`src/rtl/mem_byte_lsu.sv`:
```
// rtl/mem_byte_lsu.sv - byte-serial RV32I memory-stage load/store unit
// Define MEM_MISALIGN_CHK_EN to reject misaligned halfword/word accesses.
module mem_byte_lsu #(
  parameter int REG_ADDR_W = 5,
  parameter int MEM_ADDR_W = 32
) (
  input  logic                  clk,
  input  logic                  rst,
  input  logic                  in_valid,
  output logic                  in_ready,
  input  logic [3:0]            in_op,
  input  logic [MEM_ADDR_W-1:0] in_addr,
  input  logic [31:0]           in_sdata,
  input  logic [31:0]           in_alu,
  input  logic                  in_wreg,
  input  logic [REG_ADDR_W-1:0] in_rd,
  output logic                  mem_req,
  output logic                  mem_wr,
  output logic [MEM_ADDR_W-1:0] mem_addr,
  output logic [7:0]            mem_dout,
  input  logic [7:0]            mem_din,
  output logic                  wb_we,
  output logic [REG_ADDR_W-1:0] wb_waddr,
  output logic [31:0]           wb_wdata,
  output logic                  misalign
);

  localparam logic [3:0] OP_LB  = 4'd1;
  localparam logic [3:0] OP_LH  = 4'd2;
  localparam logic [3:0] OP_LW  = 4'd3;
  localparam logic [3:0] OP_LBU = 4'd4;
  localparam logic [3:0] OP_LHU = 4'd5;
  localparam logic [3:0] OP_SB  = 4'd6;
  localparam logic [3:0] OP_SH  = 4'd7;
  localparam logic [3:0] OP_SW  = 4'd8;

  typedef enum logic [1:0] {
    S_IDLE  = 2'd0,
    S_LOAD  = 2'd1,
    S_STORE = 2'd2
  } state_t;

  state_t                  r_state;
  state_t                  w_state_nxt;
  logic [1:0]              r_cnt;
  logic [1:0]              r_nm1;
  logic                    r_issued;
  logic                    r_pend;
  logic [1:0]              r_pidx;
  logic [MEM_ADDR_W-1:0]   r_base;
  logic [3:0]              r_op;
  logic [REG_ADDR_W-1:0]   r_rd;
  logic                    r_wreg;
  logic [31:0]             r_data;
  logic                    r_wb_we;
  logic [REG_ADDR_W-1:0]   r_wb_waddr;
  logic [31:0]             r_wb_wdata;
  logic                    r_misalign;

  logic                    w_accept;
  logic                    w_is_load;
  logic                    w_is_store;
  logic [1:0]              w_nm1;
  logic                    w_misal;
  logic [31:0]             w_ld_word;
  logic [31:0]             w_ld_ext;
  logic                    w_mem_req;
  logic                    w_mem_wr;
  logic [MEM_ADDR_W-1:0]   w_mem_addr;
  logic [7:0]              w_mem_dout;

  assign in_ready   = (r_state == S_IDLE);
  assign w_accept   = in_valid & in_ready;
  assign w_is_load  = (in_op >= OP_LB) && (in_op <= OP_LHU);
  assign w_is_store = (in_op >= OP_SB) && (in_op <= OP_SW);

  // Last byte index (N-1) for the incoming op.
  always_comb begin
    w_nm1 = 2'd0;
    case (in_op)
      OP_LH, OP_LHU, OP_SH: w_nm1 = 2'd1;
      OP_LW, OP_SW:         w_nm1 = 2'd3;
      default:              w_nm1 = 2'd0;
    endcase
  end

`ifdef MEM_MISALIGN_CHK_EN
  assign w_misal = ((in_op == OP_LH || in_op == OP_LHU || in_op == OP_SH) && in_addr[0]) ||
                   ((in_op == OP_LW || in_op == OP_SW) && (in_addr[1:0] != 2'b00));
`else
  assign w_misal = 1'b0;
`endif

  always_ff @(posedge clk) begin
    if (rst) begin
      r_state <= S_IDLE;
    end else begin
      r_state <= w_state_nxt;
    end
  end

  always_comb begin
    w_state_nxt = r_state;
    case (r_state)
      S_IDLE: begin
        if (w_accept && !w_misal) begin
          if (w_is_load) begin
            w_state_nxt = S_LOAD;
          end else if (w_is_store) begin
            w_state_nxt = S_STORE;
          end
        end
      end
      S_LOAD:  if (r_issued) w_state_nxt = S_IDLE;
      S_STORE: if (r_cnt == r_nm1) w_state_nxt = S_IDLE;
      default: w_state_nxt = S_IDLE;
    endcase
  end

  // Memory port is a pure decode of registered state, so it never glitches on EX inputs.
  always_comb begin
    w_mem_req  = 1'b0;
    w_mem_wr   = 1'b0;
    w_mem_addr = '0;
    w_mem_dout = 8'h00;
    case (r_state)
      S_LOAD: begin
        if (!r_issued) begin
          w_mem_req  = 1'b1;
          w_mem_addr = r_base + {{(MEM_ADDR_W-2){1'b0}}, r_cnt};
        end
      end
      S_STORE: begin
        w_mem_req  = 1'b1;
        w_mem_wr   = 1'b1;
        w_mem_addr = r_base + {{(MEM_ADDR_W-2){1'b0}}, r_cnt};
        w_mem_dout = r_data[{r_cnt, 3'b000} +: 8];
      end
      default: ;
    endcase
  end

  always_comb begin
    w_ld_word = r_data;
    w_ld_word[{r_pidx, 3'b000} +: 8] = mem_din;
  end

  always_comb begin
    w_ld_ext = w_ld_word;
    case (r_op)
      OP_LB:   w_ld_ext = {{24{w_ld_word[7]}}, w_ld_word[7:0]};
      OP_LH:   w_ld_ext = {{16{w_ld_word[15]}}, w_ld_word[15:0]};
      OP_LBU:  w_ld_ext = {24'd0, w_ld_word[7:0]};
      OP_LHU:  w_ld_ext = {16'd0, w_ld_word[15:0]};
      default: w_ld_ext = w_ld_word;
    endcase
  end

  always_ff @(posedge clk) begin
    if (rst) begin
      r_cnt      <= 2'd0;
      r_nm1      <= 2'd0;
      r_issued   <= 1'b0;
      r_pend     <= 1'b0;
      r_pidx     <= 2'd0;
      r_base     <= '0;
      r_op       <= 4'd0;
      r_rd       <= '0;
      r_wreg     <= 1'b0;
      r_data     <= 32'd0;
      r_wb_we    <= 1'b0;
      r_wb_waddr <= '0;
      r_wb_wdata <= 32'd0;
      r_misalign <= 1'b0;
    end else begin
      r_wb_we    <= 1'b0;
      r_misalign <= 1'b0;
      if (w_accept) begin
        r_base   <= in_addr;
        r_op     <= in_op;
        r_rd     <= in_rd;
        r_wreg   <= in_wreg;
        r_nm1    <= w_nm1;
        r_cnt    <= 2'd0;
        r_issued <= 1'b0;
        r_pend   <= 1'b0;
        r_pidx   <= 2'd0;
        r_data   <= w_is_store ? in_sdata : 32'd0;
        if (w_misal) begin
          r_misalign <= 1'b1;
        end else if (!w_is_load && !w_is_store && in_wreg && (in_rd != '0)) begin
          r_wb_we    <= 1'b1;
          r_wb_waddr <= in_rd;
          r_wb_wdata <= in_alu;
        end
      end else if (r_state == S_LOAD) begin
        // A byte requested this cycle arrives on mem_din next cycle.
        r_pend <= !r_issued;
        r_pidx <= r_cnt;
        if (!r_issued) begin
          r_cnt <= r_cnt + 2'd1;
          if (r_cnt == r_nm1) begin
            r_issued <= 1'b1;
          end
        end
        if (r_pend) begin
          r_data <= w_ld_word;
        end
        if (r_issued && r_wreg && (r_rd != '0)) begin
          r_wb_we    <= 1'b1;
          r_wb_waddr <= r_rd;
          r_wb_wdata <= w_ld_ext;
        end
      end else if (r_state == S_STORE) begin
        r_cnt <= r_cnt + 2'd1;
      end
    end
  end

  assign mem_req  = w_mem_req;
  assign mem_wr   = w_mem_wr;
  assign mem_addr = w_mem_addr;
  assign mem_dout = w_mem_dout;
  assign wb_we    = r_wb_we;
  assign wb_waddr = r_wb_waddr;
  assign wb_wdata = r_wb_wdata;
  assign misalign = r_misalign;

endmodule
```
`config.mk`:
```
export PLATFORM = sky130hd
export DESIGN_NAME = mem_byte_lsu
export DESIGN_NICKNAME = d
export VERILOG_FILES = /design/src/rtl/mem_byte_lsu.sv
export SDC_FILE = /design/constraint.sdc
export NUM_CORES = 1
export LEC_CHECK = 0
export BUFFER_PORTS_ARGS = -buffer_cell sky130_fd_sc_hd__buf_2
export CAP_MARGIN = 15
export CORE_UTILIZATION = 48
export CTS_BUF_LIST = sky130_fd_sc_hd__clkbuf_8
export DETAILED_ROUTE_END_ITERATION = 12
export PLACE_DENSITY = 0.79
export RECOVER_POWER = 50
export SLEW_MARGIN = 25
export SYNTH_ARGS = -nofsm -noshare
export SYNTH_HDL_FRONTEND = slang
export SYNTH_SLANG_ARGS = --single-unit
export TNS_END_PERCENT = 20
```
`constraint.sdc`:
```
create_clock -name clk -period 2.5 [get_ports clk]
set_clock_uncertainty 0.2 [all_clocks]
set_input_delay 0.125 -clock clk [delete_from_list [all_inputs] [get_ports clk]]
set_output_delay 0.125 -clock clk [all_outputs]
set_load 0.02 [all_outputs]
```
# Word-level counts from Yosys, hierarchy flattened
# Cells that the tools add are included.
dict set report op_classes {
  n_shift 3
  div 0
  addsub 3
  reduce_logical 24
  bitwise_logic 1
  mux 36
  multipliers 0
  magnitude_cmp 4
  eq_ne 18
}
# operator count
set ops {}
lappend ops {{$mux W32} 9}
lappend ops {{$pmux W32 S4} 1}
lappend ops {{$pmux W32 S2} 1}
lappend ops {{$add A32 B2 Y32} 1}
lappend ops {{$bwmux W32} 1}
lappend ops {{$shift A8 B7 Y32 const A} 1}
lappend ops {{$shiftx A32 B6 Y8} 1}
lappend ops {{$shiftx A8 B7 Y32} 1}
lappend ops {{$mux W5} 4}
lappend ops {{$eq A4 B3 Y1 const B} 4}
lappend ops {{$mux W2} 8}
lappend ops {{$eq A4 B2 Y1 const B} 3}
lappend ops {{$reduce_bool A5 Y1} 2}
lappend ops {{$mux W1} 8}
lappend ops {{$mux W8} 1}
lappend ops {{$reduce_bool A2 Y1} 4}
lappend ops {{$logic_and A1 B1 Y1} 7}
lappend ops {{$neg A5 Y7} 1}
lappend ops {{$ne A2 B2 Y1 const B} 3}
lappend ops {{$pmux W2 S3} 1}
lappend ops {{$eq A4 B1 Y1 const B} 1}
lappend ops {{$eq A4 B4 Y1 const B} 1}
lappend ops {{$ge A4 B1 Y1 const B} 1}
lappend ops {{$ge A4 B3 Y1 const B} 1}
lappend ops {{other kinds (18)} 23}
dict set report totals {
  word_cells 103
  in_bits 117
  output_inout_bits 82
  mem_count 0
  romBits 0
  ram_bits 0
  latchBits 0
  ff_bits 122
}

# Logic depth before layout (Yosys ltp)
# Gate-level depths: netlist of run 1.
dict set report logic_depth {
  ltp_word 8
  ltp_mapped 10
  ltp_nobuf 7
}

# Worst setup path after synthesis of run 1
# OpenSTA, ideal clock, no wires.
dict set report synth_timing {
  kind {register to register}
  start {register r_pidx[0]}
  end {register r_wb_wdata[20], in the netlist wb_wdata[20]}
  path_slack_ns -0.028
  t_required_ns 2.214
  setup_time_ns 0.086
  arrival_ns 2.242
  path_buffers 1
  stages_incl_launch_ff 9
  period_less_slack_ns 2.528
  cell_sequence {dfxtp_1 -> inv_1 -> ha_1 -> nor2_1 -> a41oi_1 -> nor3_1 -> nor3_4 -> buf_6 -> a211oi_1}
}
dict set report synth_between {
  elab_chain_len 7
  elab_cells_between_ends 8
  classes_between {1 x add/sub; 2 x shift; 5 x mux}
}
# item line_no
set synth_lines {}
lappend synth_lines {{start: declaration} 49} ;# logic [1:0] r_pidx;
lappend synth_lines {{start signal: assignment} 199} ;# r_pidx <= r_cnt;
lappend synth_lines {{$neg A5 Y7 *} 145} ;# w_ld_word[{r_pidx, 3'b000} +: 8] = mem_din;
lappend synth_lines {{$shiftx A8 B7 Y32 / $shift A8 B7 Y32 (equally long branches)} 145}
lappend synth_lines {{$bwmux W32 *} 145}
lappend synth_lines {{$pmux W32 S4 *} 150} ;# case (r_op)
lappend synth_lines {{$mux W32 *} 209} ;# if (r_issued && r_wreg && (r_rd != '0)) begin
lappend synth_lines {{$mux W32 *} 196} ;# end else if (r_state == S_LOAD) begin
lappend synth_lines {{$mux W32 *} 178} ;# if (w_accept) begin
lappend synth_lines {{end signal: assignment} 194} ;# r_wb_wdata <= in_alu;
lappend synth_lines {{end signal: assignment} 212} ;# r_wb_wdata <= w_ld_ext;
lappend synth_lines {{end: declaration} 57} ;# logic [31:0] r_wb_wdata;
# Every way passes the cells marked *; elsewhere a longest branch is shown, timed or not. The select of a mux whose other input is x is not followed.
# A chain may end at the register's enable or synchronous reset.

# Worst setup path in the final report of run 1
dict set report layout_timing {
  start {register r_base[14]}
  end {output port mem_addr[21]}
}
dict set report layout_between {
  elab_chain_len 3
}
# item line_no
set layout_lines {}
lappend layout_lines {{start: declaration} 50} ;# logic [MEM_ADDR_W-1:0] r_base;
lappend layout_lines {{start signal: assignment} 179} ;# r_base <= in_addr;
lappend layout_lines {{$add A32 B2 Y32 *} {130, 136}}
lappend layout_lines {{$mux W32} 128} ;# if (!r_issued) begin
lappend layout_lines {{$pmux W32 S2 *} 126} ;# case (r_state)
lappend layout_lines {{end: declaration} 19} ;# output logic [MEM_ADDR_W-1:0] mem_addr,
# Every way passes the cells marked *; elsewhere a longest branch is shown, timed or not.

==> flow_summary.json, run 1 <==
{
  "gp_congestion": 0.921,
  "layout_common_cells": "134 x buf_2, 118 x nor2_1, 114 x dlygate4sd3_1",
  "p_int_uw": 4010,
  "grt_pass1_vias": 7257,
  "p_leak_uw": 0.00392,
  "fin_crit_sh_pct": 105,
  "netlist.area_leader.share_pct": 37.4,
  "synthCells": 840,
  "die_h_um": 119,
  "worstSetupStartpoint": "r_base[14]",
  "path_clk_slew_ns": 0.07,
  "grt_max_degree": 56,
  "critical_path.startpoint_type": "flip-flop",
  "path_max_fanout": 4,
  "syn_avg_cell_area_um2": 7.77,
  "max_freq_mhz": 380,
  "syn_area_um2": 6530,
  "crit_path_frequent_cell": "buf_4",
  "grt_pass1_wl_um": 36700,
  "synth_top_cell_by_area": "dfxtp_1",
  "yosysUniqueCellTypes": 59,
  "ir_drop_mv": 0.643,
  "coreArea_um2": 13200,
  "pwr-share-seq_pct": 39.1,
  "cts_root_buffer": "clkbuf_8",
  "min_period_ns": 2.63,
  "pwr-share-comb_pct": 28.6,
  "wl_um": 24700,
  "cp-end-kind": "output port",
  "ant_nets": 0,
  "clock_latency_ns": 0.45,
  "worstPathArrival_ns": 2.31,
  "syn_nets": 968,
  "layout.nets": 1283,
  "slew-limit-headroom_pct": 53.1,
  "path_cells": "nand4_1 > buf_4 > buf_4 > nor2_1 > nand4_1 > xor2_1 > nor2_1 > buf_4",
  "crit_buf_inv": 3,
  "seq_area_frac_synth_pct": 37.4,
  "row_count": 42,
  "report.final.slew_viol_count": 0,
  "violations": "negative setup slack",
  "hold_viol_final": 0,
  "initial_core_util_pct": 49.3,
  "pwr-share-clk_pct": 32.3,
  "place_hpwl_um": 14400,
  "hp-start": "in_op[2]",
  "io_buffers": 197,
  "dr.pass1.iters": 8,
  "via_per_inst": 5.86,
  "ys_seq_elements": 122,
  "regArea_um2": 2460,
  "tightest_slew_ns": 0.703,
  "numCtsBuffers": 17,
  "cts_buffer_depth": 2,
  "drtIter0Drc": 936,
  "grt_overflow": 0,
  "rsz0062_at_grt": "yes",
  "diodes": 0,
  "max_stage_delay_ns": 0.37,
  "rr_startpoint": "r_state[0]",
  "final_design_area_no_fill_um2": 9700,
  "cap_violations": 0,
  "p_sw_uw": 1960,
  "placed_area_um2": 7800,
  "clock-sinks": 122,
  "pwr_density_cell_nw_per_um2": 616,
  "synth_flop_cell": "dfxtp_1",
  "ys_async_sr_fraction_pct": 0,
  "setup_ws_ns": -0.131,
  "path_class": "reg -> out",
  "syn2layout_area_growth_pct": 48.6,
  "dpl.cell_count": 1185,
  "cts_max_level": 4,
  "min_path_type": "in -> reg",
  "status": "finished, violations left",
  "ios": 199,
  "antenna_found_initial": 0,
  "cp_top_family": "simple AND/OR/NAND/NOR gates",
  "finalSetupViolCount": 13,
  "fillers": 966,
  "synth-edff-count": 0,
  "crit_required_ns": 2.17,
  "cts_tree": "built",
  "instances_no_fill": 1344,
  "drc": 0,
  "p_sw_share_pct": 32.8,
  "ys_warn_count": 0,
  "dieArea_um2": 14100,
  "vias": 7880,
  "synthTopCellsByArea": "dfxtp_1 37%, nor2_1 6.9%, a21oi_1 6.6%",
  "crit_path_top_delay_cell": "dfxtp_2",
  "layout_commonest_cell": "buf_2",
  "gr-usage-all-layers_pct": 33.4,
  "multi_input_area_um2": 3930,
  "die_w_um": 119,
  "wl_per_cell_um": 18.4,
  "drive_gt1_share_pct": 24.5
}
==> power by group through the flow <==
stage               Sequential, uW  Clock [uW]  Combinational [uW]
floorplan                     2350           0                 933
finish                        2340        1930                1710
detailed placement            2340           0                1440
global placement              2340           0                1420
global route                  2350        2030                1850
CTS                           2310        1930                1610
==> Yosys cell counts (all sizes together) (3+ instances only) <==
cell     number
a21oi        86
clkbuf       52
mux2i         8
inv          16
and2         13
ha           10
nand3b        6
and4          3
nor2b        23
xor2         23
nand4        14
a22o          8
a221oi        9
nand2       102
mux4          8
nor2        120
a211oi       37
a22oi         9
dfxtp       122
a222oi        3
o21ai        42
a2111oi       7
nor3         42
or3           3
and3         10
nand3         8
xnor2         9
buf          13
or4           3
==> worst reg2reg max path: cells and delay by family, from the launching register on <==
family,cells,cell delay (ns)
DFF,1,0.33
adders and majority gates,1,0.20
buffers and inverters,3,1.02
and+or+nand+nor,2,0.32
muxes,1,0.33
==> registers in the layout, indices dropped and copies added, names as in the netlist <==
register and count:
r_state 2, wb_waddr 5, r_pidx 2, r_op 4, r_rd 5, r_cnt 2, wb_we 1, wb_wdata 32
r_data 32, r_wreg 1, r_nm1 2, r_issued 1, r_pend 1, r_base 32
==> final timing paths <==
kind,end,slack [ns],cells after the start
worst max-delay path,mem_addr[21],-0.13,8
worst min-delay path,r_nm1[0],0.02,5
worst max register to register,r_rd[0],0.01,7
worst min register to register,wb_wdata[5],0.26,2
==> area by class of cell <==
class / count / area share [%]
Multi-Input combinational cell: 636 / 40.5
Timing Repair Buffer: 361 / 26.7
Sequential cell: 122 / 25.4
Clock buffer: 20 / 2.84
Tap cell: 176 / 2.27
Clock inverter: 12 / 1.60
Inverter: 17 / 0.658
==> per-layer routing <==
| metal | up-vias | GRT usage (%) | share of wire [%] |
|---|---|---|---|
| li1 | 3603 | - | - |
| met1 | 3652 | 39.1 | 38 |
| met2 | 526 | 56.0 | 48 |
| met3 | 99 | 7.92 | 9.1 |
| met4 | 0 | 18.3 | 4.7 |
| met5 | - | 0 | 0 |
==> through the flow <==
step	total power, uW	utilization [%]	TNS, ns	worst slack [ns]	hold WS, ns
5_1_grt	6220	73.3	-4.22	-0.208	0.0600
3_3_place_gp	3760	58.9	0	0.00489	0.168
4_1_cts	5850	71.9	-0.0411	-0.0286	0.00110
3_5_place_dp	3780	58.9	-0.459	-0.0420	0.174
2_1_floorplan	3280	-	0	0.136	0.0610
6_report	5980	73.3	-0.566	-0.131	0.0238
==> what timing repair did <==
item                       in CTS  in global routing
hold endpoints to repair      116                  0
gates resized for setup        31                 46
gates cloned                    0                  1
setup endpoints to repair      32                 60
hold buffers                  114                  0
pin swaps                      14                 18
buffers inserted                6                  6
==> cells by family (layout without fill, tap and decap cells) <==
| group | count (synthesis) | count (layout) | share of synthesized area, % |
|---|---|---|---|
| simple gates | 360 | 360 | 26.2 |
| compound gates | 216 | 216 | 20.7 |
| flops | 122 | 122 | 37.4 |
| buf+inv | 82 | 410 | 5.19 |
| xor+xnor | 32 | 32 | 4.29 |
| mux | 16 | 16 | 3.99 |
| fa+ha+maj | 11 | 11 | 2.22 |
| other cells | 1 | 1 | 0.0574 |
No activity file was read; power rests on OpenSTA's default activity.
==> run 2, diff against run 1 <==
--- a/config.mk
+++ b/config.mk
@@ -10,6 +10,7 @@
 export CORE_UTILIZATION = 48
 export CTS_BUF_LIST = sky130_fd_sc_hd__clkbuf_8
 export DETAILED_ROUTE_END_ITERATION = 12
+export MAX_ROUTING_LAYER = met4
 export PLACE_DENSITY = 0.79
 export RECOVER_POWER = 50
 export SLEW_MARGIN = 25
==> flow_summary.json, run 2 (synthesis gave the netlist of run 1 again) <==
{
  "crit_path_top_delay_cell": "dfxtp_4",
  "layout_common_cells": "137 x buf_2, 118 x nor2_1, 116 x dlygate4sd3_1",
  "die_h_um": 119,
  "min_path_type": "in -> reg",
  "cts_tree": "built",
  "grt_overflow": 0,
  "placed_area_um2": 7810,
  "critical_path.startpoint_type": "flip-flop",
  "finalSetupViolCount": 14,
  "status": "finished, violations left",
  "cts_max_level": 4,
  "clock-sinks": 122,
  "initial_core_util_pct": 49.3,
  "place_hpwl_um": 14600,
  "grt_max_degree": 53,
  "fin_total_pwr_uw": 5890,
  "cp-end-kind": "output port",
  "rsz0062_at_grt": "yes",
  "fin_crit_sh_pct": 105,
  "clock_latency_ns": 0.46,
  "syn2layout_area_growth_pct": 47.8,
  "final_design_area_no_fill_um2": 9650,
  "min_period_ns": 2.64,
  "vias": 7649,
  "row_count": 42,
  "violations": "negative setup slack",
  "grt_pass1_vias": 7522,
  "coreArea_um2": 13200,
  "pwr-share-comb_pct": 28.5,
  "p_sw_share_pct": 33.2,
  "wl_per_cell_um": 17.6,
  "cts_buffer_depth": 2,
  "gp_congestion": 0.939,
  "grt_pass1_wl_um": 37100,
  "dieArea_um2": 14100,
  "pwr-share-clk_pct": 32.0,
  "instances_no_fill": 1349,
  "drc": 0,
  "ant_nets": 0,
  "crit_required_ns": 2.17,
  "ir_drop_mv": 0.423,
  "hold_viol_final": 0,
  "layout.nets": 1288,
  "cts_root_buffer": "clkbuf_8",
  "pwr_density_cell_nw_per_um2": 610,
  "gr-usage-all-layers_pct": 34.4,
  "p_sw_uw": 1950,
  "path_max_fanout": 6,
  "path_class": "reg -> out",
  "slew-limit-headroom_pct": 48.5,
  "drtIter0Drc": 742,
  "wl_um": 23700,
  "diodes": 0,
  "numCtsBuffers": 17,
  "p_leak_uw": 0.00393,
  "setup_ws_ns": -0.137,
  "crit_buf_inv": 1,
  "tightest_slew_ns": 0.772,
  "die_w_um": 119,
  "max_freq_mhz": 379,
  "path_cells": "nand4_1 > nor4b_4 > nand3_2 > or3_1 > a21oi_1 > buf_4",
  "dpl.cell_count": 1186,
  "pwr-share-seq_pct": 39.5,
  "max_stage_delay_ns": 0.37,
  "via_per_inst": 5.67,
  "report.final.slew_viol_count": 0,
  "cap_violations": 0,
  "dp_slack_ns": -0.00840,
  "layout_commonest_cell": "buf_2",
  "cp_top_family": "simple AND/OR/NAND/NOR gates",
  "finish.utilization_pct": 72.9,
  "ios": 199,
  "drive_gt1_share_pct": 24.3,
  "p_int_uw": 3930,
  "io_buffers": 197,
  "path_clk_slew_ns": 0.07,
  "worstPathArrival_ns": 2.31,
  "dr.pass1.iters": 5,
  "antenna_found_initial": 0
}
-- run 2: final cells by class --
type                       count  area (um2)
clock buffer                  21         289
clock inverter                11         128
fill                         995        3590
inverter                      17        63.8
multi-input combinational    636        3860
sequential                   122        2470
tap                          176         220
timing repair buffer         366        2610
-- run 2: power groups by stage --
stage               registers (uW)  logic (uW)  clock network, uW
finish                        2320        1680               1890
floorplan                     2350         933                  0
detailed placement            2340        1450                  0
CTS                           2310        1620               1870
global route                  2340        1830               1980
global placement              2340        1430                  0
-- run 2: timing repair --
| action | CTS | global route |
|---|---|---|
| pin swaps | 17 | 11 |
| hold buffers | 116 | 0 |
| endpoints found under the setup margin | 33 | 59 |
| setup buffers | 11 | 5 |
| endpoints found under the hold margin | 114 | 0 |
| gates resized for setup | 39 | 34 |
-- run 2: path summary, 6_finish.rpt --
check	startpoint	end	slack (ns)	depth (start not counted)
max	r_base[9]	mem_addr[25]	-0.14	6
min	in_op[1]	r_nm1[0]	0.03	5
max reg2reg	r_state[0]	wb_wdata[15]	0.11	7
min reg2reg	wb_wdata[6]	wb_wdata[6]	0.25	2
-- run 2: routing by layer --
metal	global-route usage, %	vias to the layer above	part of all wire, %
met2	57.3	427	49
met5	-	-	0
met3	7.53	76	8.4
met4	14.3	0	3.4
met1	40.0	3537	39
li1	-	3609	-
-- run 2: worst register-to-register path: stages (launching register included) --
cell and delay, ns:
dfxtp_1 0.37, inv_1 0.07, ha_1 0.22, nand2_1 0.08
buf_4 0.39, clkbuf_2 0.57, o21ai_0 0.18, a211oi_1 0.23
-- run 2: metrics by stage --
stage / TNS, ns / hold WS [ns]
global placement: 0 / 0.169
global route: -3.80 / 0.0471
finish: -0.767 / 0.0257
CTS: -0.374 / 0.0136
detailed placement: -0.0272 / 0.174
floorplan: 0 / 0.0610
==> run 3, diff against run 2 <==
--- a/config.mk
+++ b/config.mk
@@ -5,9 +5,10 @@
 export SDC_FILE = /design/constraint.sdc
 export NUM_CORES = 1
 export LEC_CHECK = 0
+export ABC_AREA = 1
 export BUFFER_PORTS_ARGS = -buffer_cell sky130_fd_sc_hd__buf_2
 export CAP_MARGIN = 15
-export CORE_UTILIZATION = 48
+export CORE_UTILIZATION = 49
 export CTS_BUF_LIST = sky130_fd_sc_hd__clkbuf_8
 export DETAILED_ROUTE_END_ITERATION = 12
 export MAX_ROUTING_LAYER = met4
==> flow_summary.json, run 3 <==
{
  "crit_path_frequent_cell": "buf_4",
  "dr.pass1.iters": 7,
  "synth_top_cell_by_area": "dfxtp_1",
  "synth_fa_ha_area_share_pct": 2.00,
  "status": "finished, violations left",
  "pwr_density_cell_nw_per_um2": 881,
  "synth-edff-count": 0,
  "grt_overflow": 0,
  "die_h_um": 124,
  "cts_buffer_depth": 2,
  "synth_top_family_by_area": "simple AND/OR/NAND/NOR gates",
  "cts_root_buffer": "clkbuf_8",
  "muxShareOfSynthArea_pct": 0,
  "min_period_ns": 2.58,
  "fillers": 1176,
  "path_class": "reg -> out",
  "vias": 9474,
  "yosysUniqueCellTypes": 41,
  "ys_seq_elements": 122,
  "syn_area_um2": 7250,
  "drtIter0Drc": 1329,
  "syn_nets": 1294,
  "synthTopCellsByArea": "dfxtp_1 34%, nand2_1 13%, nor2_1 9.7%",
  "syn_avg_cell_area_um2": 6.22,
  "synth_commonest_cells": "253 x nand2_1, 187 x nor2_1, 124 x o21ai_0, 122 x dfxtp_1, 121 x nand3_1",
  "dieArea_um2": 15300,
  "layout.nets": 1600,
  "path_clk_slew_ns": 0.08,
  "worst_hold_slack_ns": 0.0260,
  "max_stage_delay_ns": 0.35,
  "synthCells": 1166,
  "via_per_inst": 5.67,
  "ios": 199,
  "coreArea_um2": 14500,
  "grt_pass1_wl_um": 42800,
  "cts_max_level": 4,
  "crit_required_ns": 2.17,
  "ant_nets": 0,
  "seq_area_frac_synth_pct": 33.7,
  "synthXorXnorAreaFrac_pct": 0.241,
  "gr-usage-all-layers_pct": 37.6,
  "layout_commonest_cell": "nand2_1",
  "synth-simple-area-share_pct": 35.8,
  "cp-end-kind": "output port",
  "finish.utilization_pct": 70.9,
  "drc": 0,
  "ir_drop_mv": 0.722,
  "layout_common_cells": "251 x nand2_1, 176 x nor2_1, 150 x buf_2",
  "cap_violations": 0,
  "drive_gt1_share_pct": 19.3,
  "worstSetupStartpoint": "r_base[0]",
  "place_hpwl_um": 17900,
  "path_max_fanout": 4,
  "numCtsBuffers": 17,
  "rr_startpoint": "r_state[1]",
  "violations": "negative setup slack",
  "tightest_slew_ns": 0.621,
  "synth_most_common_cell": "nand2_1",
  "finalSetupViolCount": 6,
  "clock_latency_ns": 0.47,
  "critical_path.startpoint_type": "flip-flop",
  "fin_tns_setup_ns": -0.255,
  "hold_viol_final": 0,
  "wl_um": 28900,
  "ys_warn_count": 0,
  "netlist.area_leader.share_pct": 33.7,
  "rsz0062_at_grt": "yes",
  "io_buffers": 197,
  "cp_top_family": "simple AND/OR/NAND/NOR gates",
  "path_cells": "ha_4 > fa_2 > nand3_4 > nor2_4 > nand4_4 > buf_4 > a211oi_2 > buf_4",
  "slew-limit-headroom_pct": 58.6,
  "grt_pass1_vias": 8480,
  "crit_buf_inv": 2,
  "cts_tree": "built",
  "die_w_um": 124,
  "p_leak_uw": 0.00465,
  "gp_congestion": 1.01,
  "max_freq_mhz": 388,
  "fin_crit_sh_pct": 103,
  "ys_async_sr_fraction_pct": 0,
  "worstPathArrival_ns": 2.25,
  "synth-compound-area-share_pct": 18.2,
  "report.final.slew_viol_count": 0,
  "clock-sinks": 122,
  "hp-start": "mem_din[4]",
  "min_path_type": "in -> reg",
  "wl_per_cell_um": 17.3,
  "synth_flop_cell": "dfxtp_1",
  "crit_path_top_delay_cell": "dfxtp_2",
  "initial_core_util_pct": 50.1,
  "row_count": 44,
  "setup_ws_ns": -0.0787,
  "syn2layout_area_growth_pct": 41.5,
  "grt_max_degree": 110,
  "antenna_found_initial": 1
}
run 3: cell types whose count changed in the layout (fill, tap and decap cells not counted), sizes merged, moves of 23 or more:
cell    delta
a211oi    -35
a21oi     -27
a31oi     +33
inv       +91
nand2    +157
nand3    +116
nor2      +73
nor2b     -23
nor3      -28
o21ai     +94
xor2      -23
run 3: cell type report:
cell class	instances	area (um2)	area share, %
multi-input combinational	870	4280	41.7
timing repair buffer	349	2480	24.2
sequential	122	2450	23.9
inverter	112	420	4.10
clock buffer	18	248	2.41
tap	184	230	2.24
clock inverter	14	149	1.45
antenna	1	2.50	0.0244
run 3: repair_timing:
| item | in CTS | in global routing |
|---|---|---|
| cloned | 0 | 2 |
| pin swaps | 7 | 9 |
| hold endpoints to repair | 116 | 0 |
| hold buffers | 121 | 0 |
| buffers inserted | 6 | 7 |
| resized for setup | 20 | 44 |
| setup endpoints to repair | 28 | 41 |
run 3: final timing paths:
kind | to | slack [ns] | cells after the start
max | mem_addr[14] | -0.08 | 8
min | r_data[12] | 0.03 | 5
max reg2reg | r_data[23] | 0.08 | 9
min reg2reg | r_pend | 0.28 | 2
run 3: cell families (layout without fill, tap and decap cells):
group,count (synthesis),after routing
other cells,1,2
xor+xnor,2,2
buf+inv,174,493
compound gates,245,245
flops,122,122
simple gates,611,611
fa+ha+maj,11,11
run 3: per-layer routing:
layer	global-route usage [%]	vias up	wire length [um]
met1	45.7	4238	11400
li1	-	4452	-
met4	19.8	0	1410
met3	6.50	134	2710
met5	-	-	0
met2	59.4	650	13300
run 3: power breakdown:
part	internal, uW	switching (uW)
Sequential	2430	443
Combinational	1480	2850
Clock	915	930
Total	4820	4220
run 3: tightest hold or removal path, delay by kind of cell:
| kind | cells | cell delay, ns |
|---|---|---|
| buffers and inverters | 1 | 0.13 |
| AOI/OAI and AO/OA | 2 | 0.18 |
| and+or+nand+nor | 2 | 0.20 |
run 3: per-stage QoR:
step                      std cells  area (um2)  worst slack [ns]  power, uW
after floorplan                1166        7250             0.316       5440
after global placement         1501        8350            0.0677       6500
after detailed placement       1501        8350             0.141       6570
after CTS                      1660       10100           -0.0658       8640
after global routing           1670       10300            -0.145       9570
final                          1670       10300           -0.0787       9040
